[src/rtl/alu_sequencer_pkg.sv]
// Shared definitions for the ALU issuing sequencer: widths, flag bit positions,
// opcode constants, FSM state encoding and the latched command record.
package alu_sequencer_pkg;

  localparam int unsigned DATA_W   = 16;
  localparam int unsigned FLAGS_W  = 5;
  localparam int unsigned NUM_REGS = 8;
  localparam int unsigned ADDR_W   = $clog2(NUM_REGS);
  localparam int unsigned OPC_W    = 4;

  localparam int unsigned FL_P = 4;
  localparam int unsigned FL_S = 3;
  localparam int unsigned FL_Z = 2;
  localparam int unsigned FL_O = 1;
  localparam int unsigned FL_C = 0;

  localparam logic [OPC_W-1:0] OP_ADD = 4'h0;
  localparam logic [OPC_W-1:0] OP_ADC = 4'h1;
  localparam logic [OPC_W-1:0] OP_SUB = 4'h2;
  localparam logic [OPC_W-1:0] OP_SBB = 4'h3;
  localparam logic [OPC_W-1:0] OP_AND = 4'h4;
  localparam logic [OPC_W-1:0] OP_OR  = 4'h5;
  localparam logic [OPC_W-1:0] OP_XOR = 4'h6;
  localparam logic [OPC_W-1:0] OP_NOT = 4'h7;
  localparam logic [OPC_W-1:0] OP_SHL = 4'h8;
  localparam logic [OPC_W-1:0] OP_SHR = 4'h9;
  localparam logic [OPC_W-1:0] OP_MOV = 4'hA;

  typedef enum logic [2:0] {
    ST_IDLE = 3'd0,
    ST_READ = 3'd1,
    ST_EXEC = 3'd2,
    ST_WB   = 3'd3,
    ST_RSP  = 3'd4
  } seq_state_e;

  typedef struct packed {
    logic [OPC_W-1:0]  opcode;
    logic [ADDR_W-1:0] dst;
    logic [ADDR_W-1:0] src1;
    logic [ADDR_W-1:0] src2;
    logic              wb;
    logic              fl;
  } cmd_t;

  function automatic cmd_t make_cmd(
    input logic [OPC_W-1:0]  opcode,
    input logic [ADDR_W-1:0] dst,
    input logic [ADDR_W-1:0] src1,
    input logic [ADDR_W-1:0] src2,
    input logic              wb,
    input logic              fl
  );
    cmd_t c;
    c.opcode = opcode;
    c.dst    = dst;
    c.src1   = src1;
    c.src2   = src2;
    c.wb     = wb;
    c.fl     = fl;
    return c;
  endfunction

endpackage

[src/rtl/alu_sequencer_regfile.sv]
// Register file for the ALU sequencer: writeback port plus direct load port,
// two registered operand read ports and a combinational debug read.
module alu_regfile
  import alu_sequencer_pkg::*;
#(
  parameter int unsigned WIDTH = DATA_W,
  parameter int unsigned NREGS = NUM_REGS,
  parameter int unsigned AW    = $clog2(NREGS)
) (
  input  logic             clk,
  input  logic             rst,
  input  logic             we,
  input  logic [AW-1:0]    waddr,
  input  logic [WIDTH-1:0] wdata,
  input  logic             ld_en,
  input  logic [AW-1:0]    ld_addr,
  input  logic [WIDTH-1:0] ld_data,
  input  logic             rd_en,
  input  logic [AW-1:0]    raddr1,
  input  logic [AW-1:0]    raddr2,
  output logic [WIDTH-1:0] rdata1,
  output logic [WIDTH-1:0] rdata2,
  input  logic [AW-1:0]    dbg_addr,
  output logic [WIDTH-1:0] dbg_data
);

  logic [WIDTH-1:0] mem_q [NREGS];
  logic [WIDTH-1:0] mem_d [NREGS];
  logic [WIDTH-1:0] rdata1_q, rdata1_d;
  logic [WIDTH-1:0] rdata2_q, rdata2_d;

  // Next-state of every entry; a writeback to the same entry beats a load.
  always_comb begin
    mem_d = mem_q;
    for (int i = 0; i < int'(NREGS); i++) begin
      if (we && (waddr == AW'(i))) begin
        mem_d[i] = wdata;
      end else if (ld_en && (ld_addr == AW'(i))) begin
        mem_d[i] = ld_data;
      end else begin
        mem_d[i] = mem_q[i];
      end
    end
  end

  // Operand latches read the pre-write array contents.
  always_comb begin
    rdata1_d = rdata1_q;
    rdata2_d = rdata2_q;
    if (rd_en) begin
      rdata1_d = mem_q[raddr1];
      rdata2_d = mem_q[raddr2];
    end else begin
      rdata1_d = rdata1_q;
      rdata2_d = rdata2_q;
    end
  end

  // Array and operand latch registers.
  always_ff @(posedge clk) begin
    if (rst) begin
      mem_q    <= '{default: '0};
      rdata1_q <= '0;
      rdata2_q <= '0;
    end else begin
      mem_q    <= mem_d;
      rdata1_q <= rdata1_d;
      rdata2_q <= rdata2_d;
    end
  end

  assign rdata1   = rdata1_q;
  assign rdata2   = rdata2_q;
  assign dbg_data = mem_q[dbg_addr];

endmodule

[src/rtl/alu_sequencer.sv]
// Issuing side of the ALU interface: reads operands, drives the alu port set,
// captures the result, writes it back and owns the architectural flag register.
module alu_sequencer
  import alu_sequencer_pkg::*;
#(
  parameter int unsigned width       = DATA_W,
  parameter int unsigned flags_width = FLAGS_W,
  parameter int unsigned nregs       = NUM_REGS
) (
  input  logic                   clk,
  input  logic                   rst,
  input  logic                   cmd_valid,
  output logic                   cmd_ready,
  input  logic [OPC_W-1:0]       cmd_opcode,
  input  logic [ADDR_W-1:0]      cmd_dst,
  input  logic [ADDR_W-1:0]      cmd_src1,
  input  logic [ADDR_W-1:0]      cmd_src2,
  input  logic                   cmd_wb,
  input  logic                   cmd_fl,
  output logic                   rsp_valid,
  input  logic                   rsp_ready,
  output logic [width-1:0]       rsp_data,
  output logic [flags_width-1:0] rsp_flags,
  input  logic                   ld_en,
  input  logic [ADDR_W-1:0]      ld_addr,
  input  logic [width-1:0]       ld_data,
  input  logic [ADDR_W-1:0]      dbg_addr,
  output logic [width-1:0]       dbg_data,
  output logic [flags_width-1:0] flags_q,
  output logic                   alu_oe,
  output logic [OPC_W-1:0]       alu_opcode,
  output logic [width-1:0]       alu_in1,
  output logic [width-1:0]       alu_in2,
  output logic                   alu_carry,
  input  logic [width-1:0]       alu_out,
  input  logic [flags_width-1:0] alu_flags
);

  seq_state_e             state_q, state_d;
  cmd_t                   cmd_q, cmd_d;
  logic [width-1:0]       rsp_data_q, rsp_data_d;
  logic [flags_width-1:0] rsp_flags_q, rsp_flags_d;
  logic [flags_width-1:0] flags_d;
  logic [OPC_W-1:0]       alu_opcode_q, alu_opcode_d;
  logic                   alu_oe_q, alu_oe_d;
  logic                   rsp_valid_q, rsp_valid_d;
  logic                   cmd_ready_s;
  logic                   rf_we_s;
  logic                   rf_rd_en_s;

  alu_regfile #(
    .WIDTH (width),
    .NREGS (nregs),
    .AW    (ADDR_W)
  ) u_regfile (
    .clk      (clk),
    .rst      (rst),
    .we       (rf_we_s),
    .waddr    (cmd_q.dst),
    .wdata    (rsp_data_q),
    .ld_en    (ld_en),
    .ld_addr  (ld_addr),
    .ld_data  (ld_data),
    .rd_en    (rf_rd_en_s),
    .raddr1   (cmd_q.src1),
    .raddr2   (cmd_q.src2),
    .rdata1   (alu_in1),
    .rdata2   (alu_in2),
    .dbg_addr (dbg_addr),
    .dbg_data (dbg_data)
  );

  // Sequencer next-state, datapath captures and strobes.
  always_comb begin
    state_d      = state_q;
    cmd_d        = cmd_q;
    rsp_data_d   = rsp_data_q;
    rsp_flags_d  = rsp_flags_q;
    flags_d      = flags_q;
    alu_opcode_d = alu_opcode_q;
    cmd_ready_s  = 1'b0;
    rf_we_s      = 1'b0;
    rf_rd_en_s   = 1'b0;
    case (state_q)
      ST_IDLE: begin
        // A same-cycle load owns the write port, so hold off new commands.
        cmd_ready_s = ~ld_en;
        if (cmd_valid && !ld_en) begin
          cmd_d   = make_cmd(cmd_opcode, cmd_dst, cmd_src1, cmd_src2, cmd_wb, cmd_fl);
          state_d = ST_READ;
        end else begin
          state_d = ST_IDLE;
        end
      end
      ST_READ: begin
        rf_rd_en_s   = 1'b1;
        alu_opcode_d = cmd_q.opcode;
        state_d      = ST_EXEC;
      end
      ST_EXEC: begin
        rsp_data_d  = alu_out;
        rsp_flags_d = alu_flags;
        state_d     = ST_WB;
      end
      ST_WB: begin
        rf_we_s = cmd_q.wb;
        if (cmd_q.fl) begin
          flags_d = rsp_flags_q;
        end else begin
          flags_d = flags_q;
        end
        state_d = ST_RSP;
      end
      ST_RSP: begin
        if (rsp_ready) begin
          state_d = ST_IDLE;
        end else begin
          state_d = ST_RSP;
        end
      end
      default: begin
        state_d = ST_IDLE;
      end
    endcase
    alu_oe_d    = (state_d == ST_EXEC);
    rsp_valid_d = (state_d == ST_RSP);
  end

  // State, command latch, response and flag registers.
  always_ff @(posedge clk) begin
    if (rst) begin
      state_q      <= ST_IDLE;
      cmd_q        <= '0;
      rsp_data_q   <= '0;
      rsp_flags_q  <= '0;
      flags_q      <= '0;
      alu_opcode_q <= '0;
      alu_oe_q     <= 1'b0;
      rsp_valid_q  <= 1'b0;
    end else begin
      state_q      <= state_d;
      cmd_q        <= cmd_d;
      rsp_data_q   <= rsp_data_d;
      rsp_flags_q  <= rsp_flags_d;
      flags_q      <= flags_d;
      alu_opcode_q <= alu_opcode_d;
      alu_oe_q     <= alu_oe_d;
      rsp_valid_q  <= rsp_valid_d;
    end
  end

  assign cmd_ready  = cmd_ready_s;
  assign rsp_valid  = rsp_valid_q;
  assign rsp_data   = rsp_data_q;
  assign rsp_flags  = rsp_flags_q;
  assign alu_oe     = alu_oe_q;
  assign alu_opcode = alu_opcode_q;
  assign alu_carry  = flags_q[FL_C];

endmodule

[config.mk]
export PLATFORM = sky130hd
export DESIGN_NAME = alu_sequencer
export DESIGN_NICKNAME = d
export VERILOG_FILES = /design/src/rtl/alu_sequencer_pkg.sv /design/src/rtl/alu_sequencer_regfile.sv /design/src/rtl/alu_sequencer.sv
export SDC_FILE = /design/constraint.sdc
export NUM_CORES = 1
export LEC_CHECK = 0
export BUFFER_PORTS_ARGS = -buffer_cell sky130_fd_sc_hd__buf_4
export CORE_ASPECT_RATIO = 1.5
export CORE_UTILIZATION = 40
export CTS_CLUSTER_SIZE = 28
export DETAILED_ROUTE_END_ITERATION = 10
export PLACE_DENSITY = 0.58
export SYNTH_ARGS = -nofsm -noshare
export SYNTH_HDL_FRONTEND = slang
export SYNTH_HIERARCHICAL = 1
export SYNTH_SLANG_ARGS = --single-unit
[constraint.sdc]
create_clock -name clk -period 2.3 [get_ports clk]
set_input_delay 0.115 -clock clk [delete_from_list [all_inputs] [get_ports clk]]
set_output_delay 0.115 -clock clk [all_outputs]
set_load 0.1 [all_outputs]
==> metrics.txt <==
Critical Path RT 2.18 ns; relative slew slack 0.497; most frequent cells in the layout dfxtp_1 (208), mux2i_1 (201), buf_4 (177), nor2_1 (176), a211oi_1 (152); Routed Antenna Nets 0; Synthesis Warnings 6; starting DRC count in detailed routing between 800 and 900; number of global-route vias before repair a little over 10000; Layout fillers between 2000 and 3000; Main synth FF type dfxtp_1; nature of the critical path endpoint output port; Post-Syn Area ~0.012 sq mm; Slew @ Worst Pin between 0.7 and 0.8 ns; Die Area slightly above 0.03 sq mm; Cells after Synth 1220; Post-synth ARST share 0; status completed; Crit Path Class reg2out; register-to-register setup slack just under 0.3 ns; layout cell share with drive strength beyond 1 0.235; # DRC 0; Critical Path Start Type flop; count of final setup violators 0; CTS tree built; setup TNS 0 ns; CTS root buf clkbuf_16; pre-CTS setup slack around 0.33 ns; hpwl dp approximately 24000 microns; Final nets between 1000 and 1500; final core utilization 0.495; clock slew seen by the registers of the worst setup and hold paths about 0.060 ns; CTS Buf Count 23; first-pass GRT wire length between 60000 and 70000 microns; RSZ-0062 raised after global routing no; syn avg cell area about 10 sq um; H-Tree Depth 1; Seq/Total Area, Yosys 0.351; antenna violations before repair 0; die height ~210 microns; ANT cells 0; most common cell after layout, fill and taps aside dfxtp_1; worst-path fanout max 4; clock tree buffer depth 3; # IOs about 150; Fmax achieved between 400 and 500 MHz; vias ~10000; wire per inst between 20 and 25 microns; placer congestion estimate between 0.7 and 0.8; CP Data Arrival Time about 1.9 ns; port bufs roughly 140; crit path buf inv count 1; Slowest cell on crit path mux4_2; clk_lat worst skew 0.54 ns; row cnt 77; slowest cell delay on critical path 0.48 ns; minimum clock period after layout a little over 2 ns; max cap viols 0; gr usage total 0.261; First-pass DRT Iterations 5; Pleak 0.00594 uW; kind of cell adding the most delay to the critical path multiplexers; routed wire length 39700 microns; Fin. Hold Viols 0; Worst Skew approximately 0.018 ns; Final Max Slew Viols 0; Clock Sink Count 210; post-route setup slack roughly 0.25 ns; CORE AREA 0.0295 sq mm; met3 usage 0.0385; worst path cell trace mux4_2 -> mux2_2 -> buf_4; synthesis-to-layout area growth 21.8%; global routing usage on met2 0.442; Post-CTS Setup Bufs 0; most used routing layer met2; GRT Residual Overflow 0; met1 Use GR 0.332; PwrDens 658 mW/mm^2; post-synthesis cell type count roughly 40; Post-synth EDFFs 0; Synth Register Bits 210; largest net degree at the start of global routing 95; Vias/cell between 5 and 6; Starting Density 0.406; Syn Nets about 1300; period utilization 0.891; VDD IR max 0.509 mV; HP Class in2reg; Die Wd 143 microns
-- worst paths after layout --
path | cells after the start | startpoint | end
min reg2reg | 2 | rsp_flags[3] | rsp_flags[3]
max reg2reg | 6 | state_q[0] | u_regfile/mem_q[54]
min | 2 | rst | state_q[0]
max | 3 | u_regfile/mem_q[2] | dbg_data[2]
-- stage by stage --
step / power [uW] / cell area [sq um] / hold slack [ns] / cells
floorplan: 5340 / 12000 / 0.251 / 1220
global placement: 5820 / 13200 / 0.360 / 1652
detailed placement: 5840 / 13200 / 0.374 / 1652
CTS: 9660 / 14600 / 0.0659 / 1759
global route: 9910 / 14600 / 0.101 / 1759
finish: 9590 / 14600 / 0.0594 / 1759
-- synthesized netlist by cell type, drive strengths merged (5+ instances only) --
library cell    n  share of area
nor2b           5         0.0026
a211oi        160           0.10
buf            70          0.042
mux2           80          0.075
o221ai         12         0.0088
a22oi          12         0.0075
nand4b         19          0.014
clkbuf         79          0.025
mux4           32          0.060
a221o          20          0.017
nor2          176          0.055
o22ai          20          0.010
nand2          49          0.015
dfxtp         210           0.35
mux2i         201           0.17
nand2b         17         0.0091
a21oi          25          0.010
o21ai          14         0.0090
-- final cells by class --
| cell class | count | area [sq um] | share of cell area |
|---|---|---|---|
| clock inverter | 5 | 78.8 | 0.00541 |
| multi-input combinational | 859 | 6960 | 0.478 |
| timing repair buffer | 253 | 2170 | 0.149 |
| clock buffer | 35 | 661 | 0.0453 |
| sequential | 210 | 4210 | 0.288 |
| inverter | 2 | 7.51 | 0.000515 |
| tap | 395 | 494 | 0.0339 |
-- where the power goes --
group | internal [uW] | switching [uW] | leakage (uW)
sequential | 3780 | 166 | 0.00170
combinational | 642 | 1260 | 0.00387
clock | 2200 | 1550 | 0.000362
total | 6620 | 2980 | 0.00594
-- metal layers --
| layer | share of wire | vias up |
|---|---|---|
| met5 | 0 | - |
| met4 | 0.036 | 0 |
| met3 | 0.065 | 71 |
| met2 | 0.49 | 375 |
| met1 | 0.41 | 4961 |
| li1 | - | 4791 |
-- cell families (layout without fill, tap and decap cells) --
| logic type | after synthesis | in the layout | synth area share |
|---|---|---|---|
| buf+inv | 151 | 295 | 0.0683 |
| flops | 210 | 210 | 0.351 |
| simple gates | 282 | 282 | 0.110 |
| compound gates | 264 | 264 | 0.167 |
| mux | 313 | 313 | 0.303 |
-- what timing repair did --
action	CTS	global route
endpoints found under the hold margin	157	0
gates resized for setup	0	0
hold buffers	67	0
setup endpoints to repair	0	0
-- flip-flops by register name (all words and copies together) (netlist names) --
signal / count
u_regfile/rdata2: 16
u_regfile/mem_q: 128
flags_q: 5
alu_oe: 1
alu_opcode: 4
u_regfile/rdata1: 16
state_q: 3
cmd_q: 15
rsp_flags: 5
rsp_data: 16
rsp_valid: 1
Note: power is estimated with default switching activity, not from simulation.
